===== src/rtl/serial_word_packer.sv =====
// Serial-to-parallel word packer with a DEPTH-entry output FIFO and a registered head word.
// Define SERIAL_WORD_PACKER_PARITY_EN to add a trailing even-parity bit per word and the parity_err_o port.
module serial_word_packer #(
  parameter int WIDTH     = 8,
  parameter int DEPTH     = 4,
  parameter bit MSB_FIRST = 1'b1
) (
  input  logic                       clk_i,
  input  logic                       rst_ni,
  input  logic                       data_i,
  input  logic                       valid_i,
  output logic                       ready_o,
  input  logic                       flush_i,
  output logic [WIDTH-1:0]           word_o,
  output logic                       word_valid_o,
  input  logic                       word_ready_i,
  output logic [$clog2(DEPTH+1)-1:0] count_o
`ifdef SERIAL_WORD_PACKER_PARITY_EN
  ,
  output logic                       parity_err_o
`endif
);

  localparam int CNT_W = $clog2(WIDTH);
  localparam int PTR_W = $clog2(DEPTH);
  localparam int OCC_W = $clog2(DEPTH+1);
  localparam logic [CNT_W-1:0] LAST_BIT = CNT_W'(WIDTH-1);
  localparam logic [OCC_W-1:0] FULL_CNT = OCC_W'(DEPTH);

`ifdef SERIAL_WORD_PACKER_PARITY_EN
  typedef enum logic [0:0] {ST_COLLECT = 1'b0, ST_PARITY = 1'b1} state_t;

  function automatic logic parity_ok(input logic [WIDTH-1:0] w, input logic p);
    return ~(^{w, p});
  endfunction
`else
  typedef enum logic [0:0] {ST_COLLECT = 1'b0} state_t;
`endif

  state_t             state_r, state_s;
  logic [CNT_W-1:0]   bit_cnt_r, bit_cnt_s;
  logic [WIDTH-1:0]   shift_r, shift_s, shifted_s;
  logic [WIDTH-1:0]   push_word_s;
  logic               push_s, pop_s, accept_s, completing_s, full_s;
  logic [PTR_W-1:0]   wr_ptr_r, rd_ptr_r, rd_ptr_inc_s;
  logic [OCC_W-1:0]   count_r, count_s;
  logic [WIDTH-1:0]   head_r, head_s;
  logic               valid_r;
  logic [WIDTH-1:0]   mem_r [DEPTH];
`ifdef SERIAL_WORD_PACKER_PARITY_EN
  logic               err_r, err_s;
`endif

  // Handshake: refuse the word-completing bit while the FIFO has no room
  always_comb begin
`ifdef SERIAL_WORD_PACKER_PARITY_EN
    completing_s = (state_r == ST_PARITY);
`else
    completing_s = (state_r == ST_COLLECT) && (bit_cnt_r == LAST_BIT);
`endif
    full_s    = (count_r == FULL_CNT);
    ready_o   = rst_ni & ~flush_i & ~(completing_s & full_s);
    accept_s  = valid_i & ready_o;
    pop_s     = valid_r & word_ready_i;
    shifted_s = MSB_FIRST ? {shift_r[WIDTH-2:0], data_i} : {data_i, shift_r[WIDTH-1:1]};
  end

  // Collector FSM next-state and push decision
  always_comb begin
    state_s     = state_r;
    bit_cnt_s   = bit_cnt_r;
    shift_s     = shift_r;
    push_s      = 1'b0;
    push_word_s = shifted_s;
`ifdef SERIAL_WORD_PACKER_PARITY_EN
    err_s       = 1'b0;
`endif
    if (flush_i) begin
      state_s   = ST_COLLECT;
      bit_cnt_s = {CNT_W{1'b0}};
      shift_s   = {WIDTH{1'b0}};
    end else if (accept_s) begin
      case (state_r)
        ST_COLLECT: begin
          shift_s = shifted_s;
          if (bit_cnt_r == LAST_BIT) begin
`ifdef SERIAL_WORD_PACKER_PARITY_EN
            state_s = ST_PARITY;
`else
            push_s    = 1'b1;
            bit_cnt_s = {CNT_W{1'b0}};
`endif
          end else begin
            bit_cnt_s = bit_cnt_r + CNT_W'(1);
          end
        end
`ifdef SERIAL_WORD_PACKER_PARITY_EN
        ST_PARITY: begin
          push_word_s = shift_r;
          if (parity_ok(shift_r, data_i)) begin
            push_s = 1'b1;
          end else begin
            err_s = 1'b1;
          end
          bit_cnt_s = {CNT_W{1'b0}};
          state_s   = ST_COLLECT;
        end
`endif
        default: begin
          state_s   = ST_COLLECT;
          bit_cnt_s = {CNT_W{1'b0}};
          shift_s   = {WIDTH{1'b0}};
        end
      endcase
    end else begin
      state_s = state_r;
    end
  end

  // FIFO occupancy and next head word; a push never coincides with full
  always_comb begin
    rd_ptr_inc_s = rd_ptr_r + PTR_W'(1);
    case ({push_s, pop_s})
      2'b10:   count_s = count_r + OCC_W'(1);
      2'b01:   count_s = count_r - OCC_W'(1);
      default: count_s = count_r;
    endcase
    if (pop_s) begin
      if (count_r == OCC_W'(1)) begin
        head_s = push_s ? push_word_s : head_r;
      end else begin
        head_s = mem_r[rd_ptr_inc_s];
      end
    end else if (push_s && (count_r == {OCC_W{1'b0}})) begin
      head_s = push_word_s;
    end else begin
      head_s = head_r;
    end
  end

  // Control, pointer and output registers
  always_ff @(posedge clk_i) begin
    if (!rst_ni) begin
      state_r   <= ST_COLLECT;
      bit_cnt_r <= {CNT_W{1'b0}};
      shift_r   <= {WIDTH{1'b0}};
      wr_ptr_r  <= {PTR_W{1'b0}};
      rd_ptr_r  <= {PTR_W{1'b0}};
      count_r   <= {OCC_W{1'b0}};
      head_r    <= {WIDTH{1'b0}};
      valid_r   <= 1'b0;
`ifdef SERIAL_WORD_PACKER_PARITY_EN
      err_r     <= 1'b0;
`endif
    end else begin
      state_r   <= state_s;
      bit_cnt_r <= bit_cnt_s;
      shift_r   <= shift_s;
      if (push_s) wr_ptr_r <= wr_ptr_r + PTR_W'(1);
      if (pop_s)  rd_ptr_r <= rd_ptr_inc_s;
      count_r   <= count_s;
      head_r    <= head_s;
      valid_r   <= (count_s != {OCC_W{1'b0}});
`ifdef SERIAL_WORD_PACKER_PARITY_EN
      err_r     <= err_s;
`endif
    end
  end

  // FIFO storage; contents are don't-care until pointed at after a push
  always_ff @(posedge clk_i) begin
    if (rst_ni && push_s) mem_r[wr_ptr_r] <= push_word_s;
  end

  assign word_o       = head_r;
  assign word_valid_o = valid_r;
  assign count_o      = count_r;
`ifdef SERIAL_WORD_PACKER_PARITY_EN
  assign parity_err_o = err_r;
`endif

endmodule


===== config.mk =====
export PLATFORM = sky130hd
export DESIGN_NAME = serial_word_packer
export DESIGN_NICKNAME = d
export VERILOG_FILES = /design/src/rtl/serial_word_packer.sv
export SDC_FILE = /design/constraint.sdc
export NUM_CORES = 1
export LEC_CHECK = 0
export ABC_CLOCK_PERIOD_IN_PS = 2450
export BUFFER_PORTS_ARGS = -buffer_cell sky130_fd_sc_hd__buf_2
export CAP_MARGIN = 20
export CORE_MARGIN = 2
export CORE_UTILIZATION = 53
export CTS_CLUSTER_DIAMETER = 60
export DETAILED_ROUTE_END_ITERATION = 16
export PLACE_DENSITY = 0.74
export SLEW_MARGIN = 15
export SYNTH_ARGS = -nofsm -noshare
export SYNTH_HDL_FRONTEND = slang
export SYNTH_SLANG_ARGS = --single-unit

===== constraint.sdc =====
create_clock -name clk_i -period 2.45 [get_ports clk_i]
set_input_delay 0.3675 -clock clk_i [delete_from_list [all_inputs] [get_ports clk_i]]
set_output_delay 0.3675 -clock clk_i [all_outputs]
set_load 0.01 [all_outputs]

-- After elaboration in Yosys (flattened, before gate mapping)
Memories as Yosys holds them, arrays and structs flattened.
Cells that the tools add are included.
- output and inout bits: 13
- bits in writable memories: 32
- input port bits: 6
- bits in registers: 26
- memories kept: 1
- logic and storage cells: 45
- memory list (name ; depth ; bits a word ; read ports ; clocked after Yosys merged registers in ; wr ports ; line ; source):
    mem_r ; 4 ; 8 ; 1 ; 0 ; 1 ; 49 ; logic [WIDTH-1:0] mem_r [DEPTH];
- bitwise gates (word level): 8
- add/sub/neg operators: 5
- eq/ne operators: 6
- reduce and logical (&&, ||, !) cells: 7
- mux-type cells: 11
- operator list (kind ; number):
    8-bit two-way mux ; 4
    3-bit by 1-bit adder with 3-bit output, second input constant ; 2
    3-bit == test, second input constant ; 2
    3-bit one-hot mux with 2 select lines ; 1
    1-bit AND ; 5
    1-bit two-way mux ; 5
    2-bit by 1-bit adder with 2-bit output, second input constant ; 2
    3-bit by 1-bit == test with 1-bit output, second input constant ; 1
    3-bit zero test ; 1
    3-bit two-way mux ; 1
    3-bit inequality test, second input constant ; 1
    1-bit NOT ; 3
    3-bit nonzero test ; 1
    3-bit by 1-bit subtractor with 3-bit output, second input constant ; 1
    2-bit by 1-bit == test with 1-bit output, second input constant ; 1
    2-bit == test, second input constant ; 1
    1-bit logical AND ; 2
    2-bit AND reduction ; 1
    2-bit nonzero test ; 1
    2-bit OR reduction ; 1

-- Logic depth before layout (Yosys ltp)
- depth in word-level cells: 10
- gate-level depth with buffers: 10

-- Worst setup path before layout
OpenSTA, ideal clock, no wires.
- kind: register to register
- start point: register bit_cnt_r[0]
- end point: register valid_r (netlist: word_valid_o)
- library setup time: 127 ps
- setup slack: 148 ps
- period minus slack after synthesis: 2302 ps
- arrival: 2175 ps
- cell stages (with the launch flop): 10
- required time: 2323 ps
- path through: dfxtp_1 -> ha_1 -> ha_1 -> nand4b_4 -> a21oi_2 -> inv_1 -> ha_1 -> a211oi_1 -> a211oi_1 -> or3_1
- word-level cells in the longest chain between the ends: 10
- elaborated cells between the ends (all ways): 12
- classes of those cells: 3 x eq/ne; 4 x mux; 4 x bitwise; 1 x reduce/logical
- ends and longest elaborated chain (item ; line ; source):
    start: declaration ; 41 ; logic [CNT_W-1:0] bit_cnt_r, bit_cnt_s;
    start signal: assignment ; 145 ; bit_cnt_r <= {CNT_W{1'b0}};
    start signal: assignment ; 157 ; bit_cnt_r <= bit_cnt_s;
    3-bit == test * ; 59, 86 ;
    1-bit AND ; 62 ; ready_o = rst_ni & ~flush_i & ~(completing_s & full_s);
    1-bit NOT ; 62 ;
    1-bit AND ; 62 ;
    1-bit AND ; 63 ; accept_s = valid_i & ready_o;
    1-bit two-way mux * ; 82 ; end else if (accept_s) begin
    1-bit two-way mux * ; 78 ; if (flush_i) begin
    named net push_s ; 44 ; logic push_s, pop_s, accept_s, completing_s, full_s;
    2-bit by 1-bit == test with 1-bit output or 2-bit == test (tied branches) ; 123 ; case ({push_s, pop_s})
    3-bit one-hot mux with 2 select lines * ; 123 ;
    3-bit nonzero test * ; 163 ; valid_r <= (count_s != {OCC_W{1'b0}});
    end signal: assignment ; 163 ;
    end: declaration ; 48 ; logic valid_r;
Mark *: on every way through the listed nets, which the timed path passes. The rest lies on a longest branch.
A chain may end at the register's enable or synchronous reset.

-- Final worst setup path
Ends and elaborated chain as after synthesis.

==> qor.yml <==
status: "completed"
dr.pass1.iters: 4
clock.fmax_mhz: 427
crit_arrival_ns: 2.55
wire_per_inst_um: 16.0
tritoncts: "yes"
seqPwrFrac_pct: 57.4
drive_gt1_share_pct: 29.6
cpMaxStageDelayCell: "or3_1"
start_kind: "flop"
p_int_w: 0.00141
synth_fp_nets: 221
final.setup.worst_slack_ns: 0.109
vdd_drop_max_mv: 0.267
drc_errors: 0
viasPerCell: 5.32
yosys_register_bits: 58
worst_pin_slew_ns: 0.514
io_buffers: 18
final_cell_mix: "edfxtp_1, dfxtp_1, buf_2, nand2_1, ha_1"
post_cts_buffers: 0
power_density_nw_per_um2: 605
cap_violations: 0
final_antenna_net_count: 0
grt_max_degree: 17
layout_min_cycle_time_ns: 2.34
relSlewSlack_pct: 65.7
crit_type: "reg2reg"
area_growth_pct: 10.4
drt_iter0_markers: 115
grt_setup_unrepaired: "false"
n_antenna_cell: 0
r2r_end: "word_valid_o"
grt_pass1_wl_um: 7500
wl_um: 4790
power.total_w: 0.00178
gr-total-overflow: 0
post-place-ws_ns: 0.120
synth.avg_cell_area_um2: 13.2
antenna_found_initial: 0
hold_viol_final: 0
endpoint: "word_valid_o"
via_count: 1597
power.switching_w: 0.000365
die-area_um2: 5610
ys_warn_count: 0
clock-skew-final_ns: 0.00487
cp_common_cell: "ha_1"
gp_congestion: 0.837
max_stage_delay_ns: 0.39
cts_root_buf: "clkbuf_8"
setup_violations: 0
cts.sink_count: 58
hpwl_um: 3380
power.share.switching_pct: 20.5
cts.htree.levels: 3
core_area_um2: 4790
crit_required_ns: 2.66
pin_count: 19
leakage_nw: 1.16
clock_path_buffers: 2
path_clk_slew_ns: 0.06
syn_area_um2: 2660
hp-class: "in2reg"
worstSkewPairLatency_ns: 0.33
comb_power_share_pct: 1.8
cts_hold_buf: 0
cp_cell_sequence: "ha_1 > ha_1 > nand4b_4 > a21oi_2 > inv_1 > ha_1 > a211oi_1 > a211oi_1 > or3_1"
synthDistinctLibCells: 40
synth-seq-area-share_pct: 55.6
slew_viol_final: 0
grt.total_usage_pct: 19.5
initial_utilization_pct: 55.7
die_y_um: 74.9
nets: 247
fin_util_pct: 61.5
path_max_fanout: 6
netlist_instances: 202
r2r_cells: 9
rows: 25
min_period_over_period_pct: 95.5
cts_resized: 0
fp.dieW_um: 74.9
startpoint: "bit_cnt_r[0]"
grt_pass1_vias: 1537
clock_power_share_pct: 40.7
end_kind: "flop"
finalSetupTns_ns: 0
reg2reg_slack_ns: 0.11
reg2reg_from: "bit_cnt_r[0]"
cts_buffers: 9
layout_commonest_cell: "edfxtp_1"
==> flip-flops by register name, indices dropped and copies added (netlist names) <==
signal        cells
word_o            8
bit_cnt_r         3
word_valid_o      1
mem_r            32
wr_ptr_r          2
shift_r           7
rd_ptr_r          2
count_o           3
==> layout make-up <==
| type | count | area [um2] |
|---|---|---|
| inverter | 10 | 37.5 |
| tap | 67 | 83.8 |
| clock inverter | 4 | 17.5 |
| multi-input combinational | 123 | 1030 |
| timing repair buffer | 26 | 150 |
| sequential | 58 | 1480 |
| clock buffer | 12 | 145 |
| fill | 396 | 1840 |
==> kinds of logic (layout without fill, tap and decap cells) <==
group | Yosys count | count (layout) | synth area share [%]
AOI/OAI and AO/OA | 37 | 37 | 10.6
xor gates and xnor gates | 3 | 3 | 0.987
adders and majority gates | 13 | 13 | 6.11
buffers and inverters | 21 | 52 | 5.87
DFF | 58 | 58 | 55.6
muxes | 10 | 10 | 7.52
and+or+nand+nor | 60 | 60 | 13.3
==> metal layers <==
| metal | vias up | global-route usage, % | share of wire (%) |
|---|---|---|---|
| met4 | 0 | 11.5 | 2.0 |
| met1 | 752 | 26.9 | 49 |
| met3 | 8 | 5.62 | 5.1 |
| li1 | 792 | - | - |
| met5 | - | 0 | 0 |
| met2 | 45 | 27.4 | 44 |
==> how the worst min path moves through the flow <==
| stage | startpoint | end | slack, ns | depth (start not counted) |
|---|---|---|---|---|
| 3_3_place_gp | bit_cnt_r[1] | bit_cnt_r[1] | 0.46 | 2 |
| 6_report | data_i | mem_r[0][0] | 0.34 | 1 |
| 3_5_place_dp | bit_cnt_r[2] | bit_cnt_r[2] | 0.45 | 2 |
| 4_1_cts | data_i | mem_r[0][0] | 0.32 | 1 |
| 2_1_floorplan | bit_cnt_r[2] | bit_cnt_r[2] | 0.44 | 2 |
| 5_1_grt | data_i | mem_r[0][0] | 0.33 | 1 |
==> through the flow <==
stage                     cell area, um2  hold WS, ns  std cells
after floorplan                     2660        0.438        202
after global placement              2780        0.457        284
after detailed placement            2780        0.455        284
after CTS                           2940        0.325        300
after global routing                2940        0.334        300
final                               2940        0.337        300
==> critical path, delay by kind of cell, from the launching register on <==
| family | cells | cell delay, ns |
|---|---|---|
| and+or+nand+nor | 2 | 0.54 |
| AOI/OAI and AO/OA | 3 | 0.47 |
| buffers and inverters | 1 | 0.08 |
| adders and majority gates | 3 | 0.80 |
| DFF | 1 | 0.35 |
==> synthesized netlist by cell type <==
cell type / number / area [um2]
and2_4: 1 / 8.76
o21ai_0: 10 / 50.1
mux2i_1: 2 / 20.0
and3_4: 1 / 11.3
nor2b_4: 1 / 13.8
a311oi_2: 1 / 15.0
inv_1: 9 / 33.8
ha_1: 13 / 163
clkinv_1: 1 / 3.75
buf_6: 5 / 56.3
nand3b_2: 1 / 11.3
o211a_1: 5 / 50.1
edfxtp_1: 32 / 961
nand3_1: 11 / 55.1
xnor2_1: 2 / 17.5
nor2_1: 7 / 26.3
nand4b_4: 1 / 23.8
o21ai_4: 1 / 16.3
dfxtp_1: 26 / 521
or3_1: 1 / 6.26
nand2b_1: 3 / 18.8
and2_1: 5 / 31.3
a311oi_1: 2 / 17.5
nand2_1: 13 / 48.8
o21ai_2: 6 / 52.6
nor2b_1: 2 / 12.5
nand2_2: 7 / 43.8
nand2_4: 1 / 11.3
buf_12: 2 / 40.0
a211oi_1: 2 / 15.0
a22oi_1: 1 / 7.51
o311a_1: 1 / 10.0
a21oi_1: 5 / 25.0
mux4_2: 8 / 180
a21oi_2: 2 / 17.5
buf_2: 3 / 15.0
nand4_1: 5 / 31.3
buf_4: 1 / 7.51
o22ai_1: 1 / 6.26
xor2_1: 1 / 8.76
==> power by group through the flow <==
stage | Clock, W | Sequential (W) | Combinational, W
after global placement | 0 | 0.00104 | 0.0000325
after floorplan | 0 | 0.00104 | 0.0000276
after global routing | 0.000780 | 0.00102 | 0.0000351
after detailed placement | 0 | 0.00104 | 0.0000327
final | 0.000725 | 0.00102 | 0.0000329
after CTS | 0.000742 | 0.00102 | 0.0000328
Note: power is estimated with default switching activity, not from simulation.
